File: config.mk
export PLATFORM = sky130hd
export DESIGN_NAME = mult_accumulate_stage_flat
export DESIGN_NICKNAME = d
export VERILOG_FILES = /design/src/rtl/mult_accumulate_stage_if.sv /design/src/rtl/mult_accumulate_stage.sv /design/src/flat_wrapper.sv
export SDC_FILE = /design/constraint.sdc
export NUM_CORES = 1
export LEC_CHECK = 0
export ABC_AREA = 1
export CORE_UTILIZATION = 40
export CTS_CLUSTER_DIAMETER = 40
export DETAILED_ROUTE_END_ITERATION = 10
export SYNTH_ARGS = -nofsm -noshare
export SYNTH_HDL_FRONTEND = slang
export SYNTH_SLANG_ARGS = --single-unit
File: constraint.sdc
create_clock -name clk -period 1.8 [get_ports clk]
set_input_delay 0.36 -clock clk [delete_from_list [all_inputs] [get_ports clk]]
set_output_delay 0.36 -clock clk [all_outputs]
set_load 0.01 [all_outputs]
File: src/rtl/mult_accumulate_stage_if.sv
// Handshake bundle between the multiplier product stream and the MAC back-end.
// Product side: in_valid/in_ready with in_prod/in_last.
// Result side: out_valid/out_ready with out_sum/out_count/out_ovf.
interface mult_accumulate_stage_if #(
  parameter int ACC_W = 24,
  parameter int CNT_W = 8
);
  logic                    in_valid;
  logic                    in_ready;
  logic signed [15:0]      in_prod;
  logic                    in_last;
  logic                    out_valid;
  logic                    out_ready;
  logic signed [ACC_W-1:0] out_sum;
  logic [CNT_W-1:0]        out_count;
  logic                    out_ovf;

  // Producer of products / consumer of results
  modport master (
    output in_valid, in_prod, in_last, out_ready,
    input  in_ready, out_valid, out_sum, out_count, out_ovf
  );

  // The accumulate stage itself
  modport slave (
    input  in_valid, in_prod, in_last, out_ready,
    output in_ready, out_valid, out_sum, out_count, out_ovf
  );
endinterface

File: src/rtl/mult_accumulate_stage.sv
// MAC back-end: accumulates signed 16-bit products into a signed ACC_W
// accumulator and presents {sum, count, overflow} per group closed by in_last.
// ACC_W legal range is 16..32; the interface must be built with the same
// ACC_W/CNT_W as this module.
module mult_accumulate_stage #(
  parameter int ACC_W    = 24,
  parameter bit SATURATE = 1'b0,
  parameter int CNT_W    = 8
) (
  input  logic                   clk,
  input  logic                   rst,
  mult_accumulate_stage_if.slave bus
);

  typedef enum logic [1:0] {IDLE, ACCUM, HOLD} state_t;

  typedef struct packed {
    logic signed [ACC_W-1:0] sum;
    logic [CNT_W-1:0]        cnt;
    logic                    ovf;
  } res_t;

  localparam logic signed [ACC_W-1:0] ACC_MAX = {1'b0, {(ACC_W-1){1'b1}}};
  localparam logic signed [ACC_W-1:0] ACC_MIN = {1'b1, {(ACC_W-1){1'b0}}};

  state_t                  state_q, state_d;
  logic signed [ACC_W-1:0] acc_q, acc_d;
  logic [CNT_W-1:0]        cnt_q, cnt_d;
  logic                    ovf_q, ovf_d;
  res_t                    res_q, res_d;
  logic                    vld_q, vld_d;
  logic                    rdy_q;

  logic signed [ACC_W-1:0] ext;
  logic signed [ACC_W-1:0] sum;
  logic signed [ACC_W-1:0] acc_nxt;
  logic [CNT_W-1:0]        cnt_nxt;
  logic                    ov;
  logic                    accept;

  // rdy_q mirrors (state_q != HOLD) but comes straight from a flop
  assign accept = bus.in_valid & rdy_q;

  // Term datapath: sign-extend, add, detect signed overflow, optional clamp
  always_comb begin
    ext     = ACC_W'(bus.in_prod);
    sum     = acc_q + ext;
    ov      = (acc_q[ACC_W-1] == ext[ACC_W-1]) && (sum[ACC_W-1] != acc_q[ACC_W-1]);
    acc_nxt = sum;
    if (ov && SATURATE)
      acc_nxt = acc_q[ACC_W-1] ? ACC_MIN : ACC_MAX;
    cnt_nxt = (&cnt_q) ? cnt_q : cnt_q + CNT_W'(1);
  end

  // Next-state and next-register logic for the group FSM
  always_comb begin
    state_d = state_q;
    acc_d   = acc_q;
    cnt_d   = cnt_q;
    ovf_d   = ovf_q;
    res_d   = res_q;
    vld_d   = vld_q;
    case (state_q)
      IDLE, ACCUM: begin
        if (accept) begin
          acc_d = acc_nxt;
          cnt_d = cnt_nxt;
          ovf_d = ovf_q | ov;
          if (bus.in_last) begin
            state_d = HOLD;
            vld_d   = 1'b1;
            res_d   = '{sum: acc_nxt, cnt: cnt_nxt, ovf: ovf_q | ov};
          end else begin
            state_d = ACCUM;
          end
        end
      end
      HOLD: begin
        // Result stays frozen until taken; accumulator restarts afterwards
        if (bus.out_ready) begin
          state_d = IDLE;
          vld_d   = 1'b0;
          acc_d   = '0;
          cnt_d   = '0;
          ovf_d   = 1'b0;
        end
      end
      default: state_d = IDLE;
    endcase
  end

  // State and output registers; reset drops any partial or held group
  always_ff @(posedge clk) begin
    if (rst) begin
      state_q <= IDLE;
      acc_q   <= '0;
      cnt_q   <= '0;
      ovf_q   <= 1'b0;
      res_q   <= '0;
      vld_q   <= 1'b0;
      rdy_q   <= 1'b1;
    end else begin
      state_q <= state_d;
      acc_q   <= acc_d;
      cnt_q   <= cnt_d;
      ovf_q   <= ovf_d;
      res_q   <= res_d;
      vld_q   <= vld_d;
      rdy_q   <= (state_d != HOLD);
    end
  end

  assign bus.in_ready  = rdy_q;
  assign bus.out_valid = vld_q;
  assign bus.out_sum   = res_q.sum;
  assign bus.out_count = res_q.cnt;
  assign bus.out_ovf   = res_q.ovf;

endmodule

File: src/flat_wrapper.sv
// flat-port wrapper written by rule: the top's interface ports become plain ports
module mult_accumulate_stage_flat 
#(
  parameter int ACC_W    = 24,
  parameter bit SATURATE = 1'b0,
  parameter int CNT_W    = 8
)
  (clk, rst, bus_in_valid, bus_in_prod, bus_in_last, bus_out_ready, bus_in_ready, bus_out_valid, bus_out_sum, bus_out_count, bus_out_ovf);
  mult_accumulate_stage_if #(.ACC_W(ACC_W), .CNT_W(CNT_W)) bus_i ();
  input  logic clk;
  input  logic rst;
  input wire logic [$bits(bus_i.in_valid)-1:0] bus_in_valid;
  input wire logic [$bits(bus_i.in_prod)-1:0] bus_in_prod;
  input wire logic [$bits(bus_i.in_last)-1:0] bus_in_last;
  input wire logic [$bits(bus_i.out_ready)-1:0] bus_out_ready;
  output wire logic [$bits(bus_i.in_ready)-1:0] bus_in_ready;
  output wire logic [$bits(bus_i.out_valid)-1:0] bus_out_valid;
  output wire logic [$bits(bus_i.out_sum)-1:0] bus_out_sum;
  output wire logic [$bits(bus_i.out_count)-1:0] bus_out_count;
  output wire logic [$bits(bus_i.out_ovf)-1:0] bus_out_ovf;
  assign bus_i.in_valid = bus_in_valid;
  assign bus_i.in_prod = bus_in_prod;
  assign bus_i.in_last = bus_in_last;
  assign bus_i.out_ready = bus_out_ready;
  assign bus_in_ready = bus_i.in_ready;
  assign bus_out_valid = bus_i.out_valid;
  assign bus_out_sum = bus_i.out_sum;
  assign bus_out_count = bus_i.out_count;
  assign bus_out_ovf = bus_i.out_ovf;
  mult_accumulate_stage #(.ACC_W(ACC_W), .SATURATE(SATURATE), .CNT_W(CNT_W)) u_core (.clk(clk), .rst(rst), .bus(bus_i));
endmodule
Yosys cells after proc, flatten, opt, wreduce, memory -nomap -nowiden

Index checks and enable logic that the tools add are counted.

Bitwise gates (word level): 2
Muxes and demuxes: 17
Div/mod/pow operators: 0
Order comparisons: 0
Reduce and logical (&&, ||, !) cells: 8
Shifts and indexed selects: 0
Multipliers: 0
Add/sub/neg operators: 2
Eq/ne operators: 8

Operators by type and width:

| kind                                                  | count |
|---|---|
| two-way mux 24 bit                                    | 2 |
| one-hot mux 24 bit (2 select lines)                   | 1 |
| adder 24 x 16 -> 24 bit                               | 1 |
| two-way mux 8 bit                                     | 3 |
| one-hot mux 8 bit (2 select lines)                    | 1 |
| adder 8 x 1 -> 8 bit, second input constant           | 1 |
| AND reduction 8 bit                                   | 1 |
| two-way mux 2 bit                                     | 3 |
| inequality test 2 bit, second input constant          | 3 |
| AND reduction 3 bit                                   | 2 |
| two-way mux 1 bit                                     | 4 |
| one-hot mux 1 bit (2 select lines)                    | 2 |
| one-hot mux 2 bit (2 select lines)                    | 1 |
| AND reduction 4 bit                                   | 1 |
| == test 2 x 1 -> 1 bit, second input constant         | 1 |
| == test 2 bit, second input constant                  | 1 |
| zero test 2 bit                                       | 1 |
| inequality test 2 x 1 -> 1 bit, second input constant | 1 |
| nonzero test 2 bit                                    | 1 |
| OR reduction 2 bit                                    | 1 |
| bitwise AND 1 bit                                     | 1 |
| == test 1 bit                                         | 1 |
| logical AND 1 bit                                     | 1 |
| inequality test 1 bit                                 | 1 |
| bitwise OR 1 bit                                      | 1 |

Output and inout port bits: 35
Register bits: 70
Bits in writable memories: 0
Bits in read-only memories: 0
Input port bits: 21
Logic and storage cells: 46
Bits in latches: 0
Memories kept: 0

Depth between registers and ports, before layout

Gate-level depths: netlist (run 1).

Depth in word-level cells: 6
Depth in mapped cells: 14
Depth with buffers taken out: 14

Worst setup path after synthesis (run 1)

Ideal clock, no wire load.

Path type: input to register
From: input port bus_in_prod[0]
To: register u_core.res_q (netlist bit u_core.bus.out_sum[12])
Arrival: 1.669 ns
Library setup time: 0.116 ns
Path slack: 0.015 ns
Buffers on the path: 0
Data required time: 1.684 ns
Stages on the path: 12
Cell sequence: ha_1 fa_1 nand3_1 nand3_2 nand2_1 nand2_1 nand2_1 nand3_1 nand2_1 nand2_1 o211ai_1 inv_1

Longest elaborated chain between the ends: 1

RTL lines:

| item                    | RTL line                     | text |
|---|---|---|
| start, declared         | flat_wrapper.sv:13           | `input wire logic [$bits(bus_i.in_prod)-1:0] bus_in_prod;` |
| adder 24 x 16 -> 24 bit | mult_accumulate_stage.sv:47  | `sum = acc_q + ext;` |
| end signal, assigned    | mult_accumulate_stage.sv:107 | `res_q <= res_d;` |
| end, declared           | mult_accumulate_stage.sv:30  | `res_t res_q, res_d;` |

No other way between the ends.
A chain may end at the register's enable or synchronous reset.

Worst setup path after layout (run 1)

From: register u_core.acc_q[0]
To: register u_core.res_q (netlist bit u_core.bus.out_sum[12])

Longest elaborated chain between the ends: 1

RTL lines:

| item                    | RTL line                     | text |
|---|---|---|
| start, declared         | mult_accumulate_stage.sv:27  | `logic signed [ACC_W-1:0] acc_q, acc_d;` |
| start signal, assigned  | mult_accumulate_stage.sv:96  | `acc_q <= '0;` |
| start signal, assigned  | mult_accumulate_stage.sv:104 | `acc_q <= acc_d;` |
| adder 24 x 16 -> 24 bit | mult_accumulate_stage.sv:47  |  |

No other way between the ends.

==> results of run 1 <==
==> power by group <==
part	switching, mW	total [mW]	internal [mW]
Sequential	0.109	1.80	1.69
Clock	0.659	1.37	0.715
Combinational	1.18	2.19	1.01
Total	1.94	5.36	3.42
==> final cells by class <==
cell class	count	area, um^2	area share [%]
Multi-Input combinational cell	516	3400	49.6
Sequential cell	70	1430	20.8
Timing Repair Buffer	131	1200	17.6
Inverter	118	443	6.46
Tap cell	140	175	2.55
Clock buffer	11	151	2.21
Clock inverter	5	57.6	0.839
==> worst reg2reg max path, delay by kind of cell, from the launching register on <==
family,cells,cell delay (ns)
flip-flops,1,0.34
buffers and inverters,1,0.07
AND/OR/NAND/NOR,9,0.74
adder cells (fa/ha/maj),2,0.52
AO/OA/AOI/OAI,1,0.08
==> metrics by stage <==
step	TNS (ns)	area (um^2)	setup WS (ns)	std cells
floorplan	0	4510	0.0148	724
global placement	-22.47	5660	-0.728	961
detailed placement	-23.81	5660	-0.734	961
CTS	-0.00678	6390	-0.00678	985
global route	-1.07	6860	-0.104	991
finish	0	6860	0.00289	991
==> timing repair <==
| item | CTS | global route |
|---|---|---|
| setup buffers | 7 | 7 |
| hold buffers | 0 | 0 |
| cloned | 1 | 0 |
| setup endpoints to repair | 41 | 41 |
| pin swaps | 27 | 73 |
| gates resized for setup | 94 | 125 |
==> registers in the layout (all words and copies together) (netlist names) <==
| signal | flops |
|---|---|
| u_core.acc_q | 24 |
| u_core.bus.in_ready | 1 |
| u_core.bus.out_count | 8 |
| u_core.bus.out_ovf | 1 |
| u_core.bus.out_sum | 24 |
| u_core.bus.out_valid | 1 |
| u_core.cnt_q | 8 |
| u_core.ovf_q | 1 |
| u_core.state_q | 2 |
==> cell families (layout without fill, tap and decap cells) <==
group,Yosys count,count (layout),synth area share [%]
and+or+nand+nor,389,389,36.4
buffers and inverters,138,265,12.1
AOI/OAI and AO/OA,87,87,10.4
DFF,70,70,31.1
adders and majority gates,25,25,7.11
xor gates and xnor gates,15,15,2.91
==> cell usage after synthesis (all sizes together) <==
library cell and n:
nand2 254, inv 118, nor2 80, dfxtp 70, a21oi 53, nand3 38, o21ai 25, ha 24
xor2 13, buf 11, clkbuf 9, nand4 6, nand3b 5, o211ai 4, a21o 3, nor3 3
o21bai 2, or2 2, xnor2 2, and2 1, fa 1
==> layer usage <==
metal | up-vias | part of all wire, %
met5 | - | 0
li1 | 2470 | -
met2 | 82 | 48
met3 | 17 | 3.7
met4 | 0 | 1.6
met1 | 2209 | 46
==> path summary, 6_finish.rpt <==
path | from | cells past startpoint | to
max | u_core.acc_q[0]$_SDFFE_PP0P_ | 13 | u_core.bus.out_sum[12]$_SDFFE_PP0P_
min | rst | 2 | u_core.cnt_q[3]$_SDFFE_PP0P_
max reg2reg | u_core.acc_q[0]$_SDFFE_PP0P_ | 13 | u_core.bus.out_sum[12]$_SDFFE_PP0P_
min reg2reg | u_core.bus.out_sum[0]$_SDFFE_PP0P_ | 2 | u_core.bus.out_sum[0]$_SDFFE_PP0P_
==> results.ini, run 1 <==
[cts]
root_buffer=clkbuf_8
clk_path_buf_depth=2
cts.sinks=70
clkTransAtPathRegs_ns=0.08
insertion_delay_ns=0.38
cts_made_buffers=9
cts_tree=built
htreeDepth=3

[grt]
grt.total_usage_pct=24.1
grt_use_met2_pct=40.4
grt_max_degree=39
grt_overflow=0
grt_pass1_wl_um=21500
grt_busiest_layer=met2
grt_pass1_vias=4425
use_met3_pct=4.64
grtUsageMet1_pct=30.9
antenna_found_initial=0

[critical_path]
r2r_slack_ns=0.003
critical_path_class=reg2reg
worstSetupEndpointType=flip-flop
crit_required_ns=2.12
worstPathArrival_ns=2.11
path_delay_family=simple AND/OR/NAND/NOR gates
cpPeakStageDelay_ns=0.35
slowest_stage=fa_2
path_max_fanout=4
path_buf_inv=1
worst_path_most_repeated_cell=nand2_2
crit_chain=ha_4 > fa_2 > nand3_2 > nand3_4 > nand2_4 > nand2_4 > nand2_2 > nand2_2 > nand2_2 > nand2_2 > nand2_2 > o211ai_1 > inv_1
cp-start-kind=flip-flop

[drt]
ant_nets=0
wl_um=13800
avgRoutedWirePerCell_um=13.9
dr.first_iter.drc_count=326
viasPerCell=4.82
drc_errors=0
dr.pass1.iters=4
num_vias=4778

[pwr]
ir_worst_vdd_mv=0.636
powerDensity_nw_per_um2=782
leakage_nw=3.42
total_power_mw=5.36

[finish]
drive_gt1_share_pct=31.7
mostFrequentLayoutCell=nand2_1
fill_cells=987
num-nets-final=892
num_antenna_cells=0
area_delta_synth_final_pct=52.1
final_core_util_pct=63.0
layout_common_cells=185 x nand2_1, 112 x inv_1, 63 x buf_4

[sta]
fin_skew_ns=0.0135
relSlewSlack_pct=78.1
finalCritPeriodShare_pct=99.8
finalSetupViolCount=0
tightest_slew_ns=0.328
final_max_slew_viol_count=0
max_freq_mhz=556
hold_violations=0
layout_min_cycle_time_ns=1.80
rsz0062_at_grt=true
whs_ns=0.353

[floorplanning]
ios=56
coreArea_um2=10900
die_h_um=108
rows=38
dieArea_um2=11700
initial_utilization_pct=41.4
die_width_um=108

[status]
outcome=completed

[placement]
gp_congestion=0.923
hpwl_um=9590
io_buffers=55

[logic_synthesis]
synth_area_um2=4510
ys_types=31
netlist_top_cells_area=dfxtp_1 31%, nand2_1 21%, inv_1 9.7%
syn_nets=770
yosys_register_bits=70
ys_warn_count=0
post-synth-top-area-cell=dfxtp_1
avgSynthCellArea_um2=6.23
synthCells=724
seq_area_frac_synth_pct=31.1
yosys.area.top_type_share_pct=31.1

[min_path]
hp-class=in2reg

[job]
maxCapViolations=0

No activity file was read; power rests on OpenSTA's default activity.
==> inputs of run 2 (changes only) <==
- SETUP_SLACK_MARGIN: unset -> 0.3
==> results.ini, run 2 (synthesis results as in run 1) <==
[status]
outcome=finished with violations
violations=setup timing

[sta]
worst_slack_ns=-0.0702  ; -0.0731 ns
layout_min_cycle_time_ns=1.87  ; +0.0731 ns
finalSetupViolCount=5  ; +5
max_freq_mhz=535  ; -3.9%
final_max_slew_viol_count=0  ; unchanged
finalCritPeriodShare_pct=104  ; +4.1 points
fin_skew_ns=0.0150  ; +0.00153 ns
rsz0062_at_grt=true
hold_violations=0  ; unchanged
tightest_slew_ns=0.484  ; +0.156 ns
relSlewSlack_pct=67.7  ; -10 points

[grt]
grt_pass1_wl_um=22800  ; +6.2%
grt.total_usage_pct=25.4  ; +1.3 points
grt_overflow=0  ; unchanged
grt_max_degree=36  ; -7.7%
grt_pass1_vias=4809  ; +8.7%
antenna_found_initial=0  ; unchanged

[critical_path]
worstSetupEndpointType=flip-flop
cp-start-kind=flip-flop
critical_path_class=reg2reg
path_max_fanout=4  ; unchanged
worstPathArrival_ns=2.19  ; +0.08 ns
r2r_start=u_core.acc_q[7]$_SDFFE_PP0P_
reg2regPathDepth=10  ; -3
reg2reg_to=u_core.bus.out_sum[13]$_SDFFE_PP0P_
crit_required_ns=2.12  ; about the same
r2r_slack_ns=-0.07  ; -0.07 ns

[placement]
place_inst=957  ; -0.42%
hpwl_um=9690  ; +1.1%
dp_slack_ns=-0.633  ; +0.101 ns
io_buffers=55  ; unchanged
gp_congestion=1.02  ; +11%

[min_path]
hold-path-endpoint=u_core.bus.out_count[6]$_SDFFE_PP0P_
min_path_cells=4  ; +2
hp-class=in2reg
min_from=rst

[floorplanning]
die_width_um=108  ; unchanged
rows=38  ; unchanged
ios=56  ; unchanged
initial_utilization_pct=41.4  ; unchanged
dieArea_um2=11700  ; unchanged
coreArea_um2=10900  ; unchanged
die_h_um=108  ; unchanged

[pwr]
total_power_mw=5.34  ; -0.32%
powerDensity_nw_per_um2=737  ; -5.6%
ir_worst_vdd_mv=0.533  ; -16%
leakage_nw=3.80  ; +11%

[cts]
insertion_delay_ns=0.38  ; about the same
cts.sinks=70  ; unchanged
clk_path_buf_depth=2  ; unchanged
clkTransAtPathRegs_ns=0.09  ; about the same
root_buffer=clkbuf_8
cts_tree=built
htreeDepth=3  ; unchanged
ctsHoldBuffers=0  ; unchanged
cts_made_buffers=9  ; unchanged

[finish]
drive_gt1_share_pct=41.2  ; +9.5 points
num_antenna_cells=0  ; unchanged
layout_common_cells=152 x nand2_1, 105 x inv_1, 67 x nand2_2
multi_input_area_um2=3760  ; +10%
ff_latch_area_um2=1430  ; +0.35%
num-nets-final=900  ; +0.90%
area_delta_synth_final_pct=60.7
fill_cells=907  ; -8.1%
stdcell_count=999  ; +0.81%
mostFrequentLayoutCell=nand2_1

[drt]
ant_nets=0  ; unchanged
num_vias=4994  ; +4.5%
avgRoutedWirePerCell_um=15.1  ; +8.1%
viasPerCell=5.00  ; +3.7%
wl_um=15000  ; +9.0%
drc_errors=0  ; unchanged
dr.first_iter.drc_count=231  ; -29%
dr.pass1.iters=5  ; +1

[job]
maxCapViolations=0  ; unchanged

==> run 2: cell count changes in the layout (fill, tap and decap cells not counted), sizes merged <==
cell | before | now
dlygate4sd2 | 12 | 50
clkdlybuf4s50 | 38 | 3
buf | 77 | 86
dlymetal6s2s | 3 | 0
clkinvlp | 0 | 2
bufinv | 1 | 0
clkbuf | 12 | 11
clkinv | 4 | 3
==> run 2: cell type report <==
cell class	count	area share, %
Timing Repair Buffer	139	17.2
Sequential cell	70	19.7
Clock buffer	11	2.09
Inverter	118	6.18
Tap cell	140	2.42
Multi-Input combinational cell	516	51.9
Clock inverter	5	0.466
==> run 2: per-stage QoR <==
| stage | setup TNS [ns] | utilization (%) | hold slack [ns] | area [um^2] |
|---|---|---|---|---|
| floorplan | 0 | - | 0.458 | 4860 |
| global placement | -20.71 | 54.7 | 0.454 | 5960 |
| detailed placement | -21.54 | 54.7 | 0.454 | 5960 |
| CTS | 0 | 60.7 | 0.286 | 6610 |
| global route | -1.48 | 66.5 | 0.311 | 7240 |
| finish | -0.199 | 66.5 | 0.294 | 7240 |
==> run 2: power breakdown <==
group / switching (mW) / total [mW] / internal (mW) / leakage [nW]
Clock: 0.674 / 1.25 / 0.573 / 0.0913
Sequential: 0.0977 / 1.79 / 1.69 / 0.583
Combinational: 1.30 / 2.31 / 1.00 / 3.12
Total: 2.07 / 5.34 / 3.27 / 3.80
==> run 2: metal layers <==
layer / GRT usage, % / wire length, um / vias up
met5: 0 / 0 / -
met4: 11.3 / 398 / 0
met3: 5.55 / 867 / 38
met2: 42.4 / 7360 / 148
met1: 31.2 / 6420 / 2313
li1: - / - / 2495
==> run 2: critical path, cell delays in order, from the launching register on <==
cell and delay (ns):
dfxtp_2 0.35, ha_4 0.31, nand2_4 0.08, nor2_4 0.19
nand2_2 0.09, o21bai_1 0.18, nand2_1 0.13, xor2_1 0.20
buf_4 0.17, o21ai_2 0.05, inv_1 0.05
==> run 2: what timing repair did <==
| action | 4_1_cts | 5_1_grt |
|---|---|---|
| pin swaps | 90 | 96 |
| resized for setup | 181 | 151 |
| hold endpoints to repair | 0 | 0 |
| gates cloned | 1 | 0 |
| buffers inserted | 16 | 9 |
| setup endpoints to repair | 88 | 61 |
==> run 2: worst max path at each step <==
stage                                              from                                   to  slack, ns  depth (start not counted)
after global placement                  bus_in_prod[15]  u_core.bus.out_sum[21]$_SDFFE_PP0P_      -0.62                         14
after detailed placement                 bus_in_prod[0]  u_core.bus.out_sum[16]$_SDFFE_PP0P_      -0.63                         12
after global routing      u_core.acc_q[11]$_SDFFE_PP0P_        u_core.acc_q[15]$_SDFFE_PP0P_      -0.17                         11
after floorplan                          bus_in_prod[0]  u_core.bus.out_sum[12]$_SDFFE_PP0P_       0.10                         12
final                      u_core.acc_q[7]$_SDFFE_PP0P_  u_core.bus.out_sum[13]$_SDFFE_PP0P_      -0.07                         10
after CTS                  u_core.acc_q[0]$_SDFFE_PP0P_  u_core.bus.out_sum[16]$_SDFFE_PP0P_      0.002                         12
==> inputs of run 3 (changes only) <==
- CORE_UTILIZATION: 40 -> 50
- PLACE_DENSITY: unset -> 0.76
==> results.ini, run 3 (synthesis results as in run 1) <==
[status]
outcome=finished with violations
violations=setup timing

[drt]
drc_errors=0  ; unchanged
dr.first_iter.drc_count=436  ; +89%
viasPerCell=5.32  ; +6.5%
ant_nets=0  ; unchanged
dr.pass1.iters=6  ; +1
wl_um=15000  ; about the same
num_vias=5115  ; +2.4%
avgRoutedWirePerCell_um=15.6  ; +3.9%

[floorplanning]
initial_utilization_pct=51.7  ; +10 points
die_width_um=97.0  ; -10%
coreArea_um2=8720  ; -20%
die_h_um=97.0  ; -10%
dieArea_um2=9400  ; -20%
rows=34  ; -11%
ios=56  ; unchanged

[placement]
gp_congestion=0.945  ; -7.8%
hpwl_um=9710  ; +0.16%
io_buffers=55  ; unchanged
dp_slack_ns=-0.607  ; +0.0265 ns
place_inst=918  ; -4.1%
place_area_um2=5880  ; -1.3%

[sta]
hold_violations=0  ; unchanged
worst_slack_ns=-0.0646  ; +0.00558 ns
layout_min_cycle_time_ns=1.86  ; -0.00558 ns
tightest_slew_ns=0.442  ; -0.0422 ns
tns_ns=-0.171  ; +0.0279 ns
fin_skew_ns=0.0130  ; -0.00198 ns
whs_ns=0.437  ; +0.143 ns
finalSetupViolCount=6  ; +1
relSlewSlack_pct=70.6  ; +2.8 points
rsz0062_at_grt=true
finalCritPeriodShare_pct=104  ; -0.31 points
final_max_slew_viol_count=0  ; unchanged
max_freq_mhz=536  ; +0.30%

[cts]
insertion_delay_ns=0.36  ; -0.02 ns
clkTransAtPathRegs_ns=0.10  ; about the same
ctsHoldBuffers=0  ; unchanged
clk_path_buf_depth=2  ; unchanged
cts_tree=built
htreeDepth=3  ; unchanged
root_buffer=clkbuf_8
cts.sinks=70  ; unchanged
cts_made_buffers=9  ; unchanged

[critical_path]
cp-start-kind=flip-flop
path_buf_inv=1  ; -1
worstPathArrival_ns=2.12  ; -0.07 ns
path_delay_family=simple AND/OR/NAND/NOR gates
critical_path_class=reg2reg
slowest_stage=dfxtp_1
worstSetupEndpointType=flip-flop
cpPeakStageDelay_ns=0.34  ; about the same
crit_chain=ha_1 > nand3_1 > nand3_2 > nand2_1 > nand2_2 > buf_4 > nand2_2 > nand3_2 > nand2_1 > nand3_2 > nor2_1 > nor2_1
worst_path_most_repeated_cell=nand3_2
crit_required_ns=2.05  ; -0.07 ns
path_max_fanout=4  ; unchanged

[finish]
fill_cells=618  ; -32%
num_antenna_cells=0  ; unchanged
mostFrequentLayoutCell=nand2_1
fin_area_um2=6840  ; -5.6%
num-nets-final=894  ; -0.67%
layout_common_cells=197 x nand2_1, 109 x inv_1, 63 x buf_4
final_core_util_pct=78.4  ; +12 points
ff_latch_area_um2=1430  ; +0.17%
stdcell_count=961  ; -3.8%
drive_gt1_share_pct=32.5  ; -8.7 points
area_delta_synth_final_pct=51.7
multi_input_area_um2=3400  ; -9.6%

[grt]
grt_overflow=0  ; unchanged
grt_pass1_wl_um=22600  ; -1.1%
grt_max_degree=39  ; +8.3%
antenna_found_initial=0  ; unchanged
grt.total_usage_pct=29.7  ; +4.3 points
grt_pass1_vias=4885  ; +1.6%

[pwr]
powerDensity_nw_per_um2=768  ; +4.1%
leakage_nw=3.59  ; -5.3%
total_power_mw=5.25  ; -1.7%
ir_worst_vdd_mv=0.607  ; +14%

[job]
maxCapViolations=0  ; unchanged

[min_path]
hp-class=in2reg

## run 3: cell count changes in the layout (fill, tap and decap cells not counted), moves of 7 or more
cell / change
buf_6: -16
nand2_1: +45
nand2_2: -27
nand2_4: -17
nand3_1: +11
nand3_2: -8
nor2_4: -7
## run 3: area by class of cell
class                           instances  area share, %
Timing Repair Buffer                  133           18.0
Clock buffer                            9           1.81
Tap cell                              108           1.98
Inverter                              118           6.48
Clock inverter                          7           1.08
Multi-Input combinational cell        516           49.7
Sequential cell                        70           20.9
## run 3: report_power, final
part           internal, mW  switching, mW
combinational         0.934           1.18
clock                 0.552          0.785
sequential             1.69          0.109
total                  3.18           2.08
## run 3: routing by layer
| metal | track usage (%) | wire length [um] | part of all wire, % | vias to the layer above |
|---|---|---|---|---|
| met5 | 0 | 0 | 0 | - |
| met3 | 5.35 | 962 | 6.4 | 41 |
| met2 | 49.9 | 7260 | 48 | 194 |
| met4 | 10.1 | 403 | 2.7 | 0 |
| li1 | - | - | - | 2481 |
| met1 | 38.1 | 6410 | 43 | 2399 |
## run 3: path summary, 6_finish.rpt
check	from	to	slack (ns)	depth (start not counted)
max reg2reg	u_core.acc_q[1]$_SDFFE_PP0P_	u_core.bus.out_ovf$_SDFFE_PP0P_	-0.06	12
max	u_core.acc_q[1]$_SDFFE_PP0P_	u_core.bus.out_ovf$_SDFFE_PP0P_	-0.06	12
min reg2reg	u_core.bus.out_valid$_SDFFE_PP0P_	u_core.bus.out_valid$_SDFFE_PP0P_	0.47	2
min	rst	u_core.bus.out_sum[2]$_SDFFE_PP0P_	0.44	4
## run 3: worst reg2reg max path: cells and delay by family (launching register included)
family	cells	cell delay (ns)
adders and majority gates	1	0.29
buffers and inverters	1	0.16
DFF	1	0.34
and+or+nand+nor	10	0.97
## run 3: repair_timing
action                                  CTS  global route
gates cloned                              1             4
resized for setup                       144            70
pin swaps                                54            22
buffers inserted                         17             5
hold endpoints to repair                  0             0
endpoints found under the setup margin   89            65
